## config.mk

```make
export PLATFORM = sky130hd
export DESIGN_NAME = pipe_stage_reg
export DESIGN_NICKNAME = d
export VERILOG_FILES = /design/src/rtl/pipe_stage_reg.sv
export SDC_FILE = /design/constraint.sdc
export NUM_CORES = 1
export LEC_CHECK = 0
export BUFFER_PORTS_ARGS = -buffer_cell sky130_fd_sc_hd__buf_2
export CAP_MARGIN = 30
export CORE_AREA = 2 2 133 135
export CTS_CLUSTER_SIZE = 28
export DETAILED_ROUTE_END_ITERATION = 12
export DIE_AREA = 0 0 135 137
export GPL_ROUTABILITY_DRIVEN = 0
export PLACE_DENSITY = 0.74
export SETUP_SLACK_MARGIN = 0.15
export SYNTH_ARGS = -nofsm -noshare
export SYNTH_HDL_FRONTEND = slang
export SYNTH_SLANG_ARGS = --single-unit
```

## constraint.sdc

```tcl
create_clock -name clk -period 0.9 [get_ports clk]
set_input_delay 0.09 -clock clk [delete_from_list [all_inputs] [get_ports clk]]
set_output_delay 0.09 -clock clk [all_outputs]
set_load 0.01 [all_outputs]
```

## src/rtl/pipe_stage_reg.sv

```systemverilog
// ---------------------------------------------------------------------------
// pipe_stage_reg
//
// Inter-stage pipeline register for the five-stage MIPS core (D/E, E/M, M/W).
// It carries an opaque payload, the PC and the hazard bookkeeping
// (Tnew, GRF write enable, GRF write address A3) through DEPTH chained
// register slices. It supports stall (hold), bubble insertion at entry
// (flush) and clearing the whole register (flush_all).
//
// Parameters
//   PAYLOAD_W          width of the opaque payload
//   PC_W               width of the PC field
//   TNEW_W             width of the Tnew field
//   DEPTH              number of chained slices, 1..4
//   KEEP_PC_ON_BUBBLE  1: a flush bubble takes in_pc, 0: it takes PC_RESET
//   PC_RESET           PC of every slice after reset or flush_all
//
// Ports
//   clk          in   rising-edge clock
//   reset        in   synchronous active-high reset
//   hold         in   freeze every slice (stage stalled)
//   flush        in   load a bubble into slice 0, later slices advance
//   flush_all    in   clear every slice to a bubble
//   in_valid     in   upstream instruction is real
//   in_payload   in   upstream payload
//   in_pc        in   upstream PC
//   in_tnew      in   upstream Tnew
//   in_wegrf     in   upstream GRF write enable
//   in_a3        in   upstream GRF write address
//   out_valid    out  last slice holds a real instruction
//   out_payload  out  last slice payload
//   out_pc       out  last slice PC
//   out_tnew     out  last slice Tnew
//   out_wegrf    out  last slice write enable (already gated)
//   out_a3       out  last slice write address (0 whenever out_wegrf is 0)
//   busy         out  OR of valid over all slices
//
// Flow control: there is no valid/ready handshake. The upstream stage
// presents in_* every cycle; the register captures it on every rising edge
// on which hold is low (unless flush replaces it with a bubble). While hold
// is high nothing moves and in_* is ignored, so the upstream stage must keep
// its own instruction stalled in the same cycle. in_valid only tags whether
// the captured slot carries a real instruction.
//
// Edge priority: reset > flush_all > hold > flush > normal advance.
//
// Invariants kept on every slice: wegrf=0 -> a3=0, and valid=0 -> wegrf=0
// and tnew=0. Hazard units can therefore compare a3 without looking at valid.
// ---------------------------------------------------------------------------
module pipe_stage_reg #(
  parameter int unsigned        PAYLOAD_W         = 128,
  parameter int unsigned        PC_W              = 32,
  parameter int unsigned        TNEW_W            = 2,
  parameter int unsigned        DEPTH             = 1,
  parameter bit                 KEEP_PC_ON_BUBBLE = 1'b1,
  parameter logic [PC_W-1:0]    PC_RESET          = '0
) (
  input  logic                 clk,
  input  logic                 reset,
  input  logic                 hold,
  input  logic                 flush,
  input  logic                 flush_all,
  input  logic                 in_valid,
  input  logic [PAYLOAD_W-1:0] in_payload,
  input  logic [PC_W-1:0]      in_pc,
  input  logic [TNEW_W-1:0]    in_tnew,
  input  logic                 in_wegrf,
  input  logic [4:0]           in_a3,
  output logic                 out_valid,
  output logic [PAYLOAD_W-1:0] out_payload,
  output logic [PC_W-1:0]      out_pc,
  output logic [TNEW_W-1:0]    out_tnew,
  output logic                 out_wegrf,
  output logic [4:0]           out_a3,
  output logic                 busy
);

  // -------------------------------------------------------------------------
  // Elaboration-time parameter check
  // -------------------------------------------------------------------------
  if (DEPTH < 1 || DEPTH > 4) begin : g_bad_depth
    $error("pipe_stage_reg: DEPTH must be in 1..4");
  end

  // -------------------------------------------------------------------------
  // Slice storage. Index 0 is the entry slice, DEPTH-1 drives the outputs.
  // -------------------------------------------------------------------------
  logic [DEPTH-1:0]                valid_q,   valid_d;
  logic [DEPTH-1:0][PAYLOAD_W-1:0] payload_q, payload_d;
  logic [DEPTH-1:0][PC_W-1:0]      pc_q,      pc_d;
  logic [DEPTH-1:0][TNEW_W-1:0]    tnew_q,    tnew_d;
  logic [DEPTH-1:0]                wegrf_q,   wegrf_d;
  logic [DEPTH-1:0][4:0]           a3_q,      a3_d;

  // Tnew counts the cycles until the result exists; one slice = one cycle.
  function automatic logic [TNEW_W-1:0] tnew_dec(input logic [TNEW_W-1:0] t);
    return (t == '0) ? '0 : t - TNEW_W'(1);
  endfunction

  // -------------------------------------------------------------------------
  // Entry gating. A write to $0 is dropped here so that it can never show up
  // as a hazard downstream; an invalid slot carries no write and no Tnew.
  // -------------------------------------------------------------------------
  logic                 entry_we;
  logic [4:0]           entry_a3;
  logic [TNEW_W-1:0]    entry_tnew;
  logic [PC_W-1:0]      bubble_pc;

  assign entry_we   = in_wegrf & in_valid & (in_a3 != 5'd0);
  assign entry_a3   = entry_we ? in_a3 : 5'd0;
  assign entry_tnew = in_valid ? tnew_dec(in_tnew) : '0;
  assign bubble_pc  = KEEP_PC_ON_BUBBLE ? in_pc : PC_RESET;

  // -------------------------------------------------------------------------
  // Next-state. The default is "keep", which is exactly the hold behaviour;
  // reset and flush_all are applied in the sequential block since they
  // override everything.
  // -------------------------------------------------------------------------
  always_comb begin
    valid_d   = valid_q;
    payload_d = payload_q;
    pc_d      = pc_q;
    tnew_d    = tnew_q;
    wegrf_d   = wegrf_q;
    a3_d      = a3_q;

    if (!hold) begin
      // Entry slice: bubble on flush, otherwise the gated upstream values.
      if (flush) begin
        valid_d[0]   = 1'b0;
        payload_d[0] = '0;
        pc_d[0]      = bubble_pc;
        tnew_d[0]    = '0;
        wegrf_d[0]   = 1'b0;
        a3_d[0]      = 5'd0;
      end else begin
        valid_d[0]   = in_valid;
        payload_d[0] = in_payload;
        pc_d[0]      = in_pc;
        tnew_d[0]    = entry_tnew;
        wegrf_d[0]   = entry_we;
        a3_d[0]      = entry_a3;
      end

      // Later slices always advance, ageing Tnew by one cycle per slice.
      for (int k = 1; k < int'(DEPTH); k++) begin
        valid_d[k]   = valid_q[k-1];
        payload_d[k] = payload_q[k-1];
        pc_d[k]      = pc_q[k-1];
        tnew_d[k]    = tnew_dec(tnew_q[k-1]);
        wegrf_d[k]   = wegrf_q[k-1];
        a3_d[k]      = a3_q[k-1];
      end
    end
  end

  // -------------------------------------------------------------------------
  // Slice registers. reset and flush_all produce the same all-bubble state,
  // including during a hold or a partially filled pipeline.
  // -------------------------------------------------------------------------
  always_ff @(posedge clk) begin
    if (reset || flush_all) begin
      valid_q   <= '0;
      payload_q <= '0;
      pc_q      <= {DEPTH{PC_RESET}};
      tnew_q    <= '0;
      wegrf_q   <= '0;
      a3_q      <= '0;
    end else begin
      valid_q   <= valid_d;
      payload_q <= payload_d;
      pc_q      <= pc_d;
      tnew_q    <= tnew_d;
      wegrf_q   <= wegrf_d;
      a3_q      <= a3_d;
    end
  end

  // -------------------------------------------------------------------------
  // Outputs come straight from the last slice: no input-to-output path.
  // -------------------------------------------------------------------------
  assign out_valid   = valid_q[DEPTH-1];
  assign out_payload = payload_q[DEPTH-1];
  assign out_pc      = pc_q[DEPTH-1];
  assign out_tnew    = tnew_q[DEPTH-1];
  assign out_wegrf   = wegrf_q[DEPTH-1];
  assign out_a3      = a3_q[DEPTH-1];
  assign busy        = |valid_q;

endmodule

```

# Yosys cells after proc, flatten, opt, wreduce, memory -nomap -nowiden

Index checks and enable logic that the tools add are counted.

Mux-type cells: 8
Bitwise gates (word level): 2
Add/subtract/negate cells: 1
Reductions and logical operators: 3

Operators by type and width:

| kind                                                                | count |
|---|---|
| 128-bit two-way mux                                                 | 1 |
| 5-bit two-way mux                                                   | 2 |
| 2-bit two-way mux                                                   | 3 |
| 5-bit nonzero test                                                  | 1 |
| 1-bit bitwise AND                                                   | 2 |
| 2-bit logical NOT                                                   | 1 |
| 1-bit two-way mux                                                   | 2 |
| 2-bit by 1-bit subtractor with 2-bit output (second input constant) | 1 |
| 1-bit logical OR                                                    | 1 |

Bits in registers: 169
Output and inout port bits: 170
Logic and storage cells: 20
Bits of input ports: 174

# Longest topological paths before layout

Gate-level depths: netlist of the first run.

Depth in word-level cells: 4
Depth in mapped cells: 6
Mapped depth without buffers: 3

# Worst setup path after synthesis of the first run

OpenSTA, ideal clock, no wires.

Path type: in2reg
From: input port in_a3[0]
To: register wegrf_q (netlist: out_wegrf)
Data required time: 0.781 ns
Stages on the path: 3
Setup time: 0.119 ns
Path slack: -0.015 ns
Buffers on the path: 0
Arrival time: 0.796 ns
Path through: or4_1 o21ai_0 a21oi_1

Longest elaborated chain between the ends: 3

Ends and longest elaborated chain:

| element              | RTL line | source |
|---|---|---|
| from (decl)          | 68       | `input logic [4:0] in_a3,` |
| 5-bit nonzero test   | 109      | `assign entry_we = in_wegrf & in_valid & (in_a3 != 5'd0);` |
| 1-bit bitwise AND    | 109      |  |
| 1-bit two-way mux    | 129      | `if (flush) begin` |
| to (signal assigned) | 174      | `wegrf_q <= wegrf_d;` |
| to (decl)            | 92       | `logic [DEPTH-1:0] wegrf_q, wegrf_d;` |

Every way passes these cells.
A chain may end at the register's enable or synchronous reset.

# Final worst setup path of the first run

From: register payload_q, in the netlist out_payload[11]
To: output port out_payload[11]

RTL lines:

| element                | RTL line | source |
|---|---|---|
| from (decl)            | 89       | `logic [DEPTH-1:0][PAYLOAD_W-1:0] payload_q, payload_d;` |
| from (signal assigned) | 171      | `payload_q <= payload_d;` |
| to (decl)              | 70       | `output logic [PAYLOAD_W-1:0] out_payload,` |

No word-level cell between the ends.

==> reports/results.md, run 1 <==
## Outcome
• complete, but fails checks — outcome
• negative setup slack — violated checks

## Detailed routing
• 0 — remaining design rule violation count
• 0 — antenna violation net count after detailed routing
• 6964 — total vias in the final route
• 353 — DRC marker count from the first detailed-route iteration
• 26.29 mm — sum of routed wire length over all layers
• 4 — DR pass1 iterations
• 19.52 um — WL/cell
• 5.170 — detailed-route vias per instance

## STA
• 0 ps — post-route clock skew
• 111.5% — final critical-path share of the clock period
• 1004 ps — min cycle time layout
• 0 — number of hold violations in the final report
• 75.78% — worst max-slew margin expressed relative to the limit
• 363.3 ps — worst-margin pin slew
• 0 — Final Slew Violations
• 172 — number of setup violations in the final report
• -103.7 ps — Setup WS post-layout
• 996.3 MHz — highest clock frequency the design can meet
• true — setup repair after global routing missed its margin

## Synthesis
• dfxtp_1 — cell accounting for the most synthesized area
• 742 — number of nets in the synthesized netlist
• 57.95% — area fraction of the dominant cell type after synthesis
• 20 — number of distinct library cells after synthesis
• 0 — number of flops mapped to enable cells by yosys
• dfxtp_1 58%, a22oi_1 17%, nor2_1 10% — largest cells by area after synthesis
• 568 — Synth Instances
• dfxtp_1 — count leader, synth
• 169 — number of synthesized register bits
• 0 — YS warnings
• 169 x dfxtp_1, 156 x nor2_1, 133 x a22oi_1, 32 x mux2i_1, 18 x buf_2 — top cells by count, synth
• 0% — FFs w/ async S/R, synth
• dfxtp_1 — predominant post-synthesis flop cell
• 57.95% — sequential cell area fraction in the yosys report
• 0.005838 sq mm — Mapped Area
• 10.28 sq um — syn_area_per_cell

## Setup path
• 910 ps — critical path arrival
• reg2out — Crit Path Category
• flip-flops — family with the most delay on the worst path
• primary output — type of destination of the critical path
• buf_6 — critical path cell sequence
• 810 ps — critical path required time
• flip-flop — category of the worst setup path launch point
• 2 — Crit Path Max Fanout
• 380 ps — maximum single-stage delay on the critical path
• dfxtp_2 — Crit-path slowest cell
• 1 — Buffers & Inverters on Critical Path

## Min path
• in2reg — min-delay worst type

## Cells and area
• 997 — number of filler instances in the final layout
• 0.01194 sq mm — Layout Cell Area excl Fill
• 60.34% — share of layout cells above drive strength 1
• 0 — count of inserted antenna diode cells
• 104.5% — area delta synth->final
• 1283 — final net count
• 69.98% — core utilization of the finished layout

## Power and ir drop
• 15.1% — part of the total power dissipated in combinational logic
• 5.177 nW — Lkg Pwr
• 0.01287 W — design internal power
• 44.8% — Seq pwr share
• 0.004545 W — net switching power
• 1459 mW/mm^2 — power per unit of standard cell area
• 26.10% — switching share of total power
• 1.157 mV — IR Drop Worst-Case VDD
• 40.1% — part of the power in the clock network

## Clock network
• 17 — cts bufs inserted
• 70 ps — clock-pin slew on the worst setup and hold paths
• 2 — maximum root-to-sink buffer count
• 410 ps — clock latency at the later pin of the worst-skew pair
• 4 — number of levels in the clock H-tree
• 169 — # clock sinks
• clkbuf_16 — root buf cell
• yes — TritonCTS clock tree

## Global routing
• 0 — remaining global-route overflow
• 0 — antenna violations before repair
• 61 — largest net degree at the start of global routing
• 35.75 mm — wire length of the first global-routing pass
• 6952 — vias in the first global route
• 24.74% — combined global-route utilization of all metal layers

## Place
• 0.007828 sq mm — Placed Instance Area
• 11.92 mm — post-detailed-placement half-perimeter wirelength
• 343 — count of port buffers added during placement

## Floorplan
• 0.01706 sq mm — core region area
• 0.01850 sq mm — die area
• 137 um — Die Y
• 135 um — die extent in x
• 48 — Std-Cell Rows
• 34.23% — Initial Utilization
• 344 — count of boundary I/O pins

## Run
• 0 — max capacitance violation total

[sequential cells by signal, summed over array words and instances (netlist names)]
signal and cells:
out_wegrf 1, out_pc 32, busy 1, out_a3 5, out_payload 128, out_tnew 2
[through the flow]
step           total power (W)  std cells  setup slack (ps)  hold slack [ps]  setup TNS [ps]
2_1_floorplan         0.008791        568             8.430            233.9               0
3_3_place_gp          0.009426       1105            -148.8            316.8           -7789
3_5_place_dp          0.009454       1105            -145.0            330.9          -10860
4_1_cts                0.01721       1320            -97.86            17.35          -10130
5_1_grt                0.01798       1347            -134.1            35.52          -15050
6_report               0.01742       1347            -103.7            40.02           -8498
[worst paths after layout]
| path | start | to | slack (ps) | depth (start not counted) |
|---|---|---|---|---|
| worst min-delay path | in_a3[0] | out_a3[0] | 40 | 4 |
| worst min register to register | out_tnew[1] | out_tnew[1] | 480 | 2 |
| worst max register to register | out_payload[58] | out_payload[58] | -50 | 4 |
| worst max-delay path | out_payload[11] | out_payload[11] | -100 | 1 |
[placed cells by master, fill, tap and decap left out, types with 2 or more instances in the layout]
cell type | netlist | final
clkbuf_1 | 8 | 2
inv_8 | 0 | 2
dlygate4sd3_1 | 0 | 164
buf_6 | 14 | 187
dfxtp_2 | 0 | 167
buf_4 | 12 | 39
clkbuf_16 | 0 | 17
a22oi_1 | 133 | 80
mux2i_1 | 32 | 30
inv_6 | 0 | 5
buf_2 | 18 | 172
dfxtp_4 | 0 | 2
nor2_1 | 156 | 156
a22oi_2 | 0 | 53
nor2_2 | 10 | 10
clkinv_4 | 0 | 3
nand2_1 | 3 | 3
mux2i_2 | 0 | 2
a21oi_1 | 4 | 4
clkinvlp_4 | 0 | 2
buf_12 | 0 | 12
[final cells by class]
class / count / area (sq um) / share of cell area [%]
multi-input combinational: 346 / 2347 / 19.66
tap: 225 / 281.5 / 2.359
timing repair buffer: 575 / 5154 / 43.18
clock buffer: 20 / 446.7 / 3.742
sequential: 169 / 3600 / 30.16
clock inverter: 12 / 107.6 / 0.9015
[worst register-to-register path, delay by kind of cell (launching register included)]
| kind | cells | cell delay, ps |
|---|---|---|
| flip-flops | 1 | 340 |
| buffers and inverters | 2 | 220 |
| AND/OR/NAND/NOR | 1 | 90 |
| AO/OA/AOI/OAI | 1 | 190 |
[metal layers]
| layer | track usage [%] | vias up | routed length, um |
|---|---|---|---|
| met1 | 25.71 | 3318 | 9205 |
| met2 | 43.88 | 471 | 13330 |
| met3 | 8.259 | 102 | 2447 |
| li1 | - | 3073 | - |
| met5 | 0 | - | 0 |
| met4 | 13.95 | 0 | 1311 |
[logic make-up after synthesis]
family,count (synthesis),share of synthesized area [%]
and+or+nand+nor,176,12.47
DFF,169,57.95
AOI/OAI and AO/OA,138,17.53
buffers and inverters,53,6.558
muxes,32,5.487
[timing repair]
action                                 4_1_cts  5_1_grt
gates resized for setup                    350       55
pin swaps                                   32       51
setup buffers                               18       27
setup endpoints to repair                  170      218
hold buffers                               165        0
endpoints found under the hold margin      166        0
[power by group through the flow]
stage / combinational (W) / sequential (W) / clock [W]
final: 0.00263 / 0.00781 / 0.00698
after global routing: 0.00276 / 0.00782 / 0.00740
after CTS: 0.00235 / 0.00778 / 0.00708
after detailed placement: 0.00157 / 0.00789 / 0
after global placement: 0.00154 / 0.00788 / 0
after floorplan: 0.000820 / 0.00797 / 0
Note: power is estimated with default switching activity, not from simulation.
==> run 2, diff against run 1 <==
--- a/config.mk
+++ b/config.mk
@@ -8,11 +8,12 @@
 export BUFFER_PORTS_ARGS = -buffer_cell sky130_fd_sc_hd__buf_2
 export CAP_MARGIN = 30
 export CORE_AREA = 2 2 133 135
+export CTS_CLUSTER_DIAMETER = 100
 export CTS_CLUSTER_SIZE = 28
 export DETAILED_ROUTE_END_ITERATION = 12
 export DIE_AREA = 0 0 135 137
 export GPL_ROUTABILITY_DRIVEN = 0
-export PLACE_DENSITY = 0.74
+export PLACE_DENSITY = 0.68
 export SETUP_SLACK_MARGIN = 0.15
 export SYNTH_ARGS = -nofsm -noshare
 export SYNTH_HDL_FRONTEND = slang
==> run 2 against run 1 <==
  * The run still ends with negative setup slack left
  * Die area did not move
  * First-iteration DRC count rose by 0.28%
  * Clock skew did not move
  * Final cell count rose by 0.52%
  * Clock power rose by 10%
  * Clock-buffer cell count did not move
  * Sequential power barely moved
  * Via count fell by 0.62%
  * Worst setup slack improved by 16 ps
  * Critical path type unchanged
  * Largest power group unchanged
==> reports/results.md, run 2 (same netlist as run 1, synthesis figures left out) <==
## Setup path
• 810 ps — critical path required time, about the same
• out_pc[21] — startpoint of the lowest-slack register-to-register path
• 360 ps — maximum single-stage delay on the critical path, -20 ps
• 2 — Crit Path Max Fanout, unchanged
• out_pc[21] — endpoint of the worst register-to-register path
• reg2out — Crit Path Category
• buf_6 — critical path cell sequence
• 20 ps — setup slack of the worst register-to-register path, +70 ps
• 900 ps — critical path arrival, about the same
• dfxtp_2 — Crit-path slowest cell
• primary output — type of destination of the critical path
• 1 — Buffers & Inverters on Critical Path, unchanged
• flip-flop — category of the worst setup path launch point
• flip-flops — family with the most delay on the worst path
• 3 — cells on worst reg2reg path, -1

## Clock network
• yes — TritonCTS clock tree
• 17 — cts bufs inserted, unchanged
• clkbuf_16 — root buf cell
• 4 — number of levels in the clock H-tree, unchanged
• 410 ps — clock latency at the later pin of the worst-skew pair, about the same
• 169 — # clock sinks, unchanged
• 70 ps — clock-pin slew on the worst setup and hold paths, about the same
• 2 — maximum root-to-sink buffer count, unchanged

## Global routing
• 0 — remaining global-route overflow, unchanged
• 35.38 mm — wire length of the first global-routing pass, -1.0%
• 1 — antenna violations before repair, +1
• 24.34% — combined global-route utilization of all metal layers, -0.40 points
• 6837 — vias in the first global route, -1.7%
• 60 — largest net degree at the start of global routing, -1.6%

## Power and ir drop
• 0.01354 W — design internal power, +5.2%
• 43.0% — Seq pwr share, -1.8 points
• 25.44% — switching share of total power, -0.65 points
• 14.7% — part of the total power dissipated in combinational logic, -0.4 points
• 1510 mW/mm^2 — power per unit of standard cell area, +3.5%
• 1.198 mV — IR Drop Worst-Case VDD, +3.5%
• 42.3% — part of the power in the clock network, +2.2 points
• 0.01816 W — sum of internal, switching and leakage power, +4.3%
• 0.004621 W — net switching power, +1.7%
• 5.212 nW — Lkg Pwr, +0.67%

## Place
• 343 — count of port buffers added during placement, unchanged
• 12.31 mm — post-detailed-placement half-perimeter wirelength, +3.3%
• 0.007863 sq mm — Placed Instance Area, +0.45%

## STA
• true — setup repair after global routing missed its margin
• 0 — number of hold violations in the final report, unchanged
• 987.9 ps — min cycle time layout, -15.74 ps
• 0 — Final Slew Violations, unchanged
• 53.76 ps — worst hold margin, +13.74 ps
• 170 — number of setup violations in the final report, -1.2%
• 77.09% — worst max-slew margin expressed relative to the limit, +1.3 points
• -9371 ps — setup_tns, -872.3 ps
• 109.8% — final critical-path share of the clock period, -1.7 points
• 343.6 ps — worst-margin pin slew, -19.67 ps
• -87.93 ps — Setup WS post-layout, +15.74 ps
• 0 ps — post-route clock skew, unchanged
• 1012 MHz — highest clock frequency the design can meet, +1.6%

## Min path
• out_a3[3] — Worst Hold End
• in_a3[3] — start point of the worst hold path
• 4 — hold-critical path depth, unchanged
• in2reg — min-delay worst type

## Floorplan
• 137 um — Die Y, unchanged
• 0.01850 sq mm — die area, unchanged
• 135 um — die extent in x, unchanged
• 34.23% — Initial Utilization, unchanged
• 344 — count of boundary I/O pins, unchanged
• 48 — Std-Cell Rows, unchanged
• 0.01706 sq mm — core region area, unchanged

## Detailed routing
• 0 — antenna violation net count after detailed routing, unchanged
• 5 — DR pass1 iterations, +1
• 19.59 um — WL/cell, +0.37%
• 0 — remaining design rule violation count, unchanged
• 354 — DRC marker count from the first detailed-route iteration, +0.28%
• 26.53 mm — sum of routed wire length over all layers, +0.89%
• 6921 — total vias in the final route, -0.62%
• 5.112 — detailed-route vias per instance, -1.1%

## Cells and area
• 61.35% — share of layout cells above drive strength 1, +1.0 points
• buf_6 — most common cell after layout, fill and taps aside
• 0.01203 sq mm — Layout Cell Area excl Fill, +0.79%
• 182 x buf_6, 172 x buf_2, 168 x dfxtp_2 — commonest non-fill, non-tap cells in the layout
• 106.1% — area delta synth->final
• 1289 — final net count, +0.47%
• 70.53% — core utilization of the finished layout, +0.55 points
• 128 — max reg flops, unchanged

## Outcome
• negative setup slack — violated checks
• complete, but fails checks — outcome

## Run
• 0 — max capacitance violation total, unchanged

run 2: cell count changes in the layout (fill, tap and decap cells not counted), sizes merged:
cell / before / now
buf: 410 / 416
bufinv: 0 / 2
clkinvlp: 2 / 0
diode: 0 / 1
dlygate4sd3: 164 / 165
dlymetal6s4s: 1 / 0
run 2: layout make-up:
cell class                      instances  area (sq um)
Timing Repair Buffer                  581          5152
Fill cell                            1024          5026
Sequential cell                       169          3597
Multi-Input combinational cell        346          2385
Clock buffer                           20         456.7
Tap cell                              225         281.5
Clock inverter                         12         155.1
Antenna cell                            1         2.502
run 2: through the flow:
step / setup WS [ps] / cells
after floorplan: 8.430 / 568
after global placement: -128.2 / 1113
after detailed placement: -122.2 / 1113
after CTS: -95.35 / 1324
after global routing: -124.6 / 1354
final: -87.93 / 1354
run 2: repair_timing:
item | in CTS | in global routing
hold buffers | 166 | 0
setup endpoints to repair | 170 | 214
resized for setup | 351 | 63
setup buffers | 13 | 30
pin swaps | 25 | 58
hold endpoints to repair | 167 | 0
run 2: worst max path at each step:
stage | endpoint | slack, ps | depth (start not counted) | startpoint
after global routing | out_payload[3] | -120 | 1 | out_payload[3]
after detailed placement | out_wegrf | -120 | 4 | in_a3[0]
final | out_pc[2] | -90 | 1 | out_pc[2]
after global placement | out_wegrf | -130 | 4 | in_a3[0]
after floorplan | out_wegrf | 8 | 3 | in_a3[0]
after CTS | busy | -100 | 1 | busy
run 2: routing by layer:
| metal | part of all wire (%) | up-vias | wire, um | GRT usage [%] |
|---|---|---|---|---|
| met5 | 0 | - | 0 | 0 |
| met4 | 4.8 | 0 | 1272 | 12.85 |
| met3 | 8.9 | 94 | 2348 | 8.370 |
| met2 | 51 | 426 | 13400 | 43.01 |
| met1 | 36 | 3314 | 9504 | 25.62 |
| li1 | - | 3087 | - | - |
run 2: power groups by stage:
stage	logic [W]	clock network (W)	registers, W
after floorplan	0.000820	0	0.00797
final	0.00267	0.00768	0.00781
after CTS	0.00235	0.00777	0.00778
after global routing	0.00280	0.00816	0.00781
after detailed placement	0.00158	0	0.00789
after global placement	0.00156	0	0.00788
==> run 3, diff against run 2 <==
--- a/config.mk
+++ b/config.mk
@@ -15,6 +15,7 @@
 export GPL_ROUTABILITY_DRIVEN = 0
 export PLACE_DENSITY = 0.68
 export SETUP_SLACK_MARGIN = 0.15
+export SKIP_CTS_REPAIR_TIMING = 1
 export SYNTH_ARGS = -nofsm -noshare
 export SYNTH_HDL_FRONTEND = slang
 export SYNTH_SLANG_ARGS = --single-unit
==> run 3 against run 2 <==
  * The run still ends with negative setup slack left
  * Clock power is essentially flat
  * Clock skew stayed put
  * Combinational power shrank 8.2%
  * Global-route usage fell by 7.5 points
  * Register-to-register slack better by 90 ps
  * Sequential power barely moved
  * Worst setup slack improved by 3.3 ps
  * Utilization shrank 3.2 points
  * First-iteration DRC count fell by 14%
  * Via count is 5.1% lower
  * Die area stayed put
==> reports/results.md, run 3 (same netlist as run 1, synthesis figures left out) <==
## Setup path
• 3 — cells on worst reg2reg path, unchanged
• out_payload[103] — endpoint of the worst register-to-register path
• primary output — type of destination of the critical path
• busy — critical path capture point
• flip-flop — category of the worst setup path launch point
• reg2out — Crit Path Category
• 1 — Buffers & Inverters on Critical Path, unchanged
• flip-flops — family with the most delay on the worst path
• out_payload[103] — startpoint of the lowest-slack register-to-register path
• 810 ps — critical path required time, about the same
• 890 ps — critical path arrival, about the same
• dfxtp_4 — Crit-path slowest cell
• 1 — Crit. path cell count, unchanged
• 110 ps — setup slack of the worst register-to-register path, +90 ps
• busy — crit path from
• 3 — Crit Path Max Fanout, +1
• 360 ps — maximum single-stage delay on the critical path, about the same
• buf_6 — critical path cell sequence

## STA
• 984.6 ps — min cycle time layout, -3.337 ps
• 109.4% — final critical-path share of the clock period, -0.37 points
• true — setup repair after global routing missed its margin
• 80.73% — worst max-slew margin expressed relative to the limit, +3.6 points
• 0 — Final Slew Violations, unchanged
• 170 — number of setup violations in the final report, unchanged
• -84.59 ps — Setup WS post-layout, +3.338 ps
• 0 — number of hold violations in the final report, unchanged
• 1016 MHz — highest clock frequency the design can meet, +0.34%
• 0 ps — post-route clock skew, unchanged
• 289.0 ps — worst-margin pin slew, -54.61 ps

## Floorplan
• 137 um — Die Y, unchanged
• 0.01850 sq mm — die area, unchanged
• 34.23% — Initial Utilization, unchanged
• 344 — count of boundary I/O pins, unchanged
• 48 — Std-Cell Rows, unchanged
• 0.01706 sq mm — core region area, unchanged
• 135 um — die extent in x, unchanged

## Cells and area
• 0 — count of inserted antenna diode cells, -1
• 55.63% — share of layout cells above drive strength 1, -5.7 points
• 128 — max reg flops, unchanged
• 1254 — final net count, -2.7%
• 96.70% — area delta synth->final
• buf_2 — most common cell after layout, fill and taps aside
• 172 x buf_2, 171 x buf_6, 168 x dfxtp_2 — commonest non-fill, non-tap cells in the layout

## Run
• 0 — max capacitance violation total, unchanged

## Clock network
• 70 ps — clock-pin slew on the worst setup and hold paths, about the same
• 410 ps — clock latency at the later pin of the worst-skew pair, about the same
• 17 — cts bufs inserted, unchanged
• clkbuf_16 — root buf cell
• 2 — maximum root-to-sink buffer count, unchanged
• yes — TritonCTS clock tree
• 4 — number of levels in the clock H-tree, unchanged
• 169 — # clock sinks, unchanged

## Power and ir drop
• 0.01789 W — sum of internal, switching and leakage power, -1.5%
• 1558 mW/mm^2 — power per unit of standard cell area, +3.2%
• 5.004 nW — Lkg Pwr, -4.0%
• 1.187 mV — IR Drop Worst-Case VDD, -0.97%

## Global routing
• 16.87% — combined global-route utilization of all metal layers, -7.5 points
• 24.77 mm — wire length of the first global-routing pass, -30%
• 0 — remaining global-route overflow, unchanged
• 60 — largest net degree at the start of global routing, unchanged
• 0 — antenna violations before repair, -1
• 5018 — vias in the first global route, -27%

## Min path
• in2reg — min-delay worst type

## Outcome
• complete, but fails checks — outcome
• negative setup slack — violated checks

## Detailed routing
• 305 — DRC marker count from the first detailed-route iteration, -14%
• 4.984 — detailed-route vias per instance, -2.5%
• 6569 — total vias in the final route, -5.1%
• 0 — remaining design rule violation count, unchanged
• 5 — DR pass1 iterations, unchanged
• 0 — antenna violation net count after detailed routing, unchanged
• 17.92 um — WL/cell, -8.5%
• 23.62 mm — sum of routed wire length over all layers, -11%

## Place
• -122.2 ps — worst setup slack before clock tree synthesis, unchanged
• 12.31 mm — post-detailed-placement half-perimeter wirelength, unchanged
• 343 — count of port buffers added during placement, unchanged

==> run 3: changes by cell type in the layout (fill, tap and decap cells not counted) <==
cell / before / now
a21oi_1: 3 / 4
mux2i_1: 26 / 32
nand2_1: 2 / 3
diode_2: 1 / 0
a22oi_2: 54 / 14
buf_4: 52 / 28
buf_6: 182 / 171
mux2i_4: 1 / 0
nand2_2: 1 / 0
nor2_1: 155 / 156
a21oi_2: 1 / 0
a22oi_1: 79 / 119
mux2i_2: 5 / 0
nor2_2: 11 / 10
==> run 3: how the worst min path moves through the flow <==
stage                         start    endpoint  slack [ps]  cells past startpoint
final                      in_a3[0]   out_a3[0]          40                      4
after global routing       in_a3[0]   out_a3[0]          10                      4
after floorplan            in_pc[0]   out_pc[0]         230                      2
after global placement    in_pc[20]  out_pc[20]         320                      3
after detailed placement   in_pc[8]   out_pc[8]         330                      3
after CTS                 in_pc[15]  out_pc[15]        -120                      3
==> run 3: area by class of cell <==
class / instances / area [sq um]
fill: 1084 / 5573
clock buffer: 20 / 456.7
clock inverter: 12 / 155.1
tap: 225 / 281.5
sequential: 169 / 3597
timing repair buffer: 546 / 4848
multi-input combinational: 346 / 2145
==> run 3: metal layers <==
metal  vias up  track usage (%)  wire [um]
met1      3123            18.17       8650
met4         0            7.523        994
met2       341            28.93      12040
li1       3027                -          -
met3        78            7.148       1935
met5         -                0          0
==> run 3: power breakdown <==
group | total (W) | switching, W | leakage, nW | internal (W)
combinational | 0.00245 | 0.00102 | 3.25 | 0.00143
sequential | 0.00780 | 0.000130 | 1.45 | 0.00767
clock | 0.00765 | 0.00329 | 0.302 | 0.00436
total | 0.0179 | 0.00444 | 5.00 | 0.0134
==> run 3: metrics by stage <==
stage / std cells / util, % / hold WS, ps / area (sq um) / setup TNS [ps]
final: 1318 / 67.33 / 36.59 / 11480 / -8361
after global routing: 1318 / 67.33 / 11.30 / 11480 / -14600
after CTS: 1145 / 49.68 / -119.8 / 8474 / -15670
after detailed placement: 1113 / 46.10 / 327.8 / 7863 / -5495
after global placement: 1113 / 46.10 / 317.8 / 7863 / -3212
after floorplan: 568 / - / 233.9 / 6030 / 0
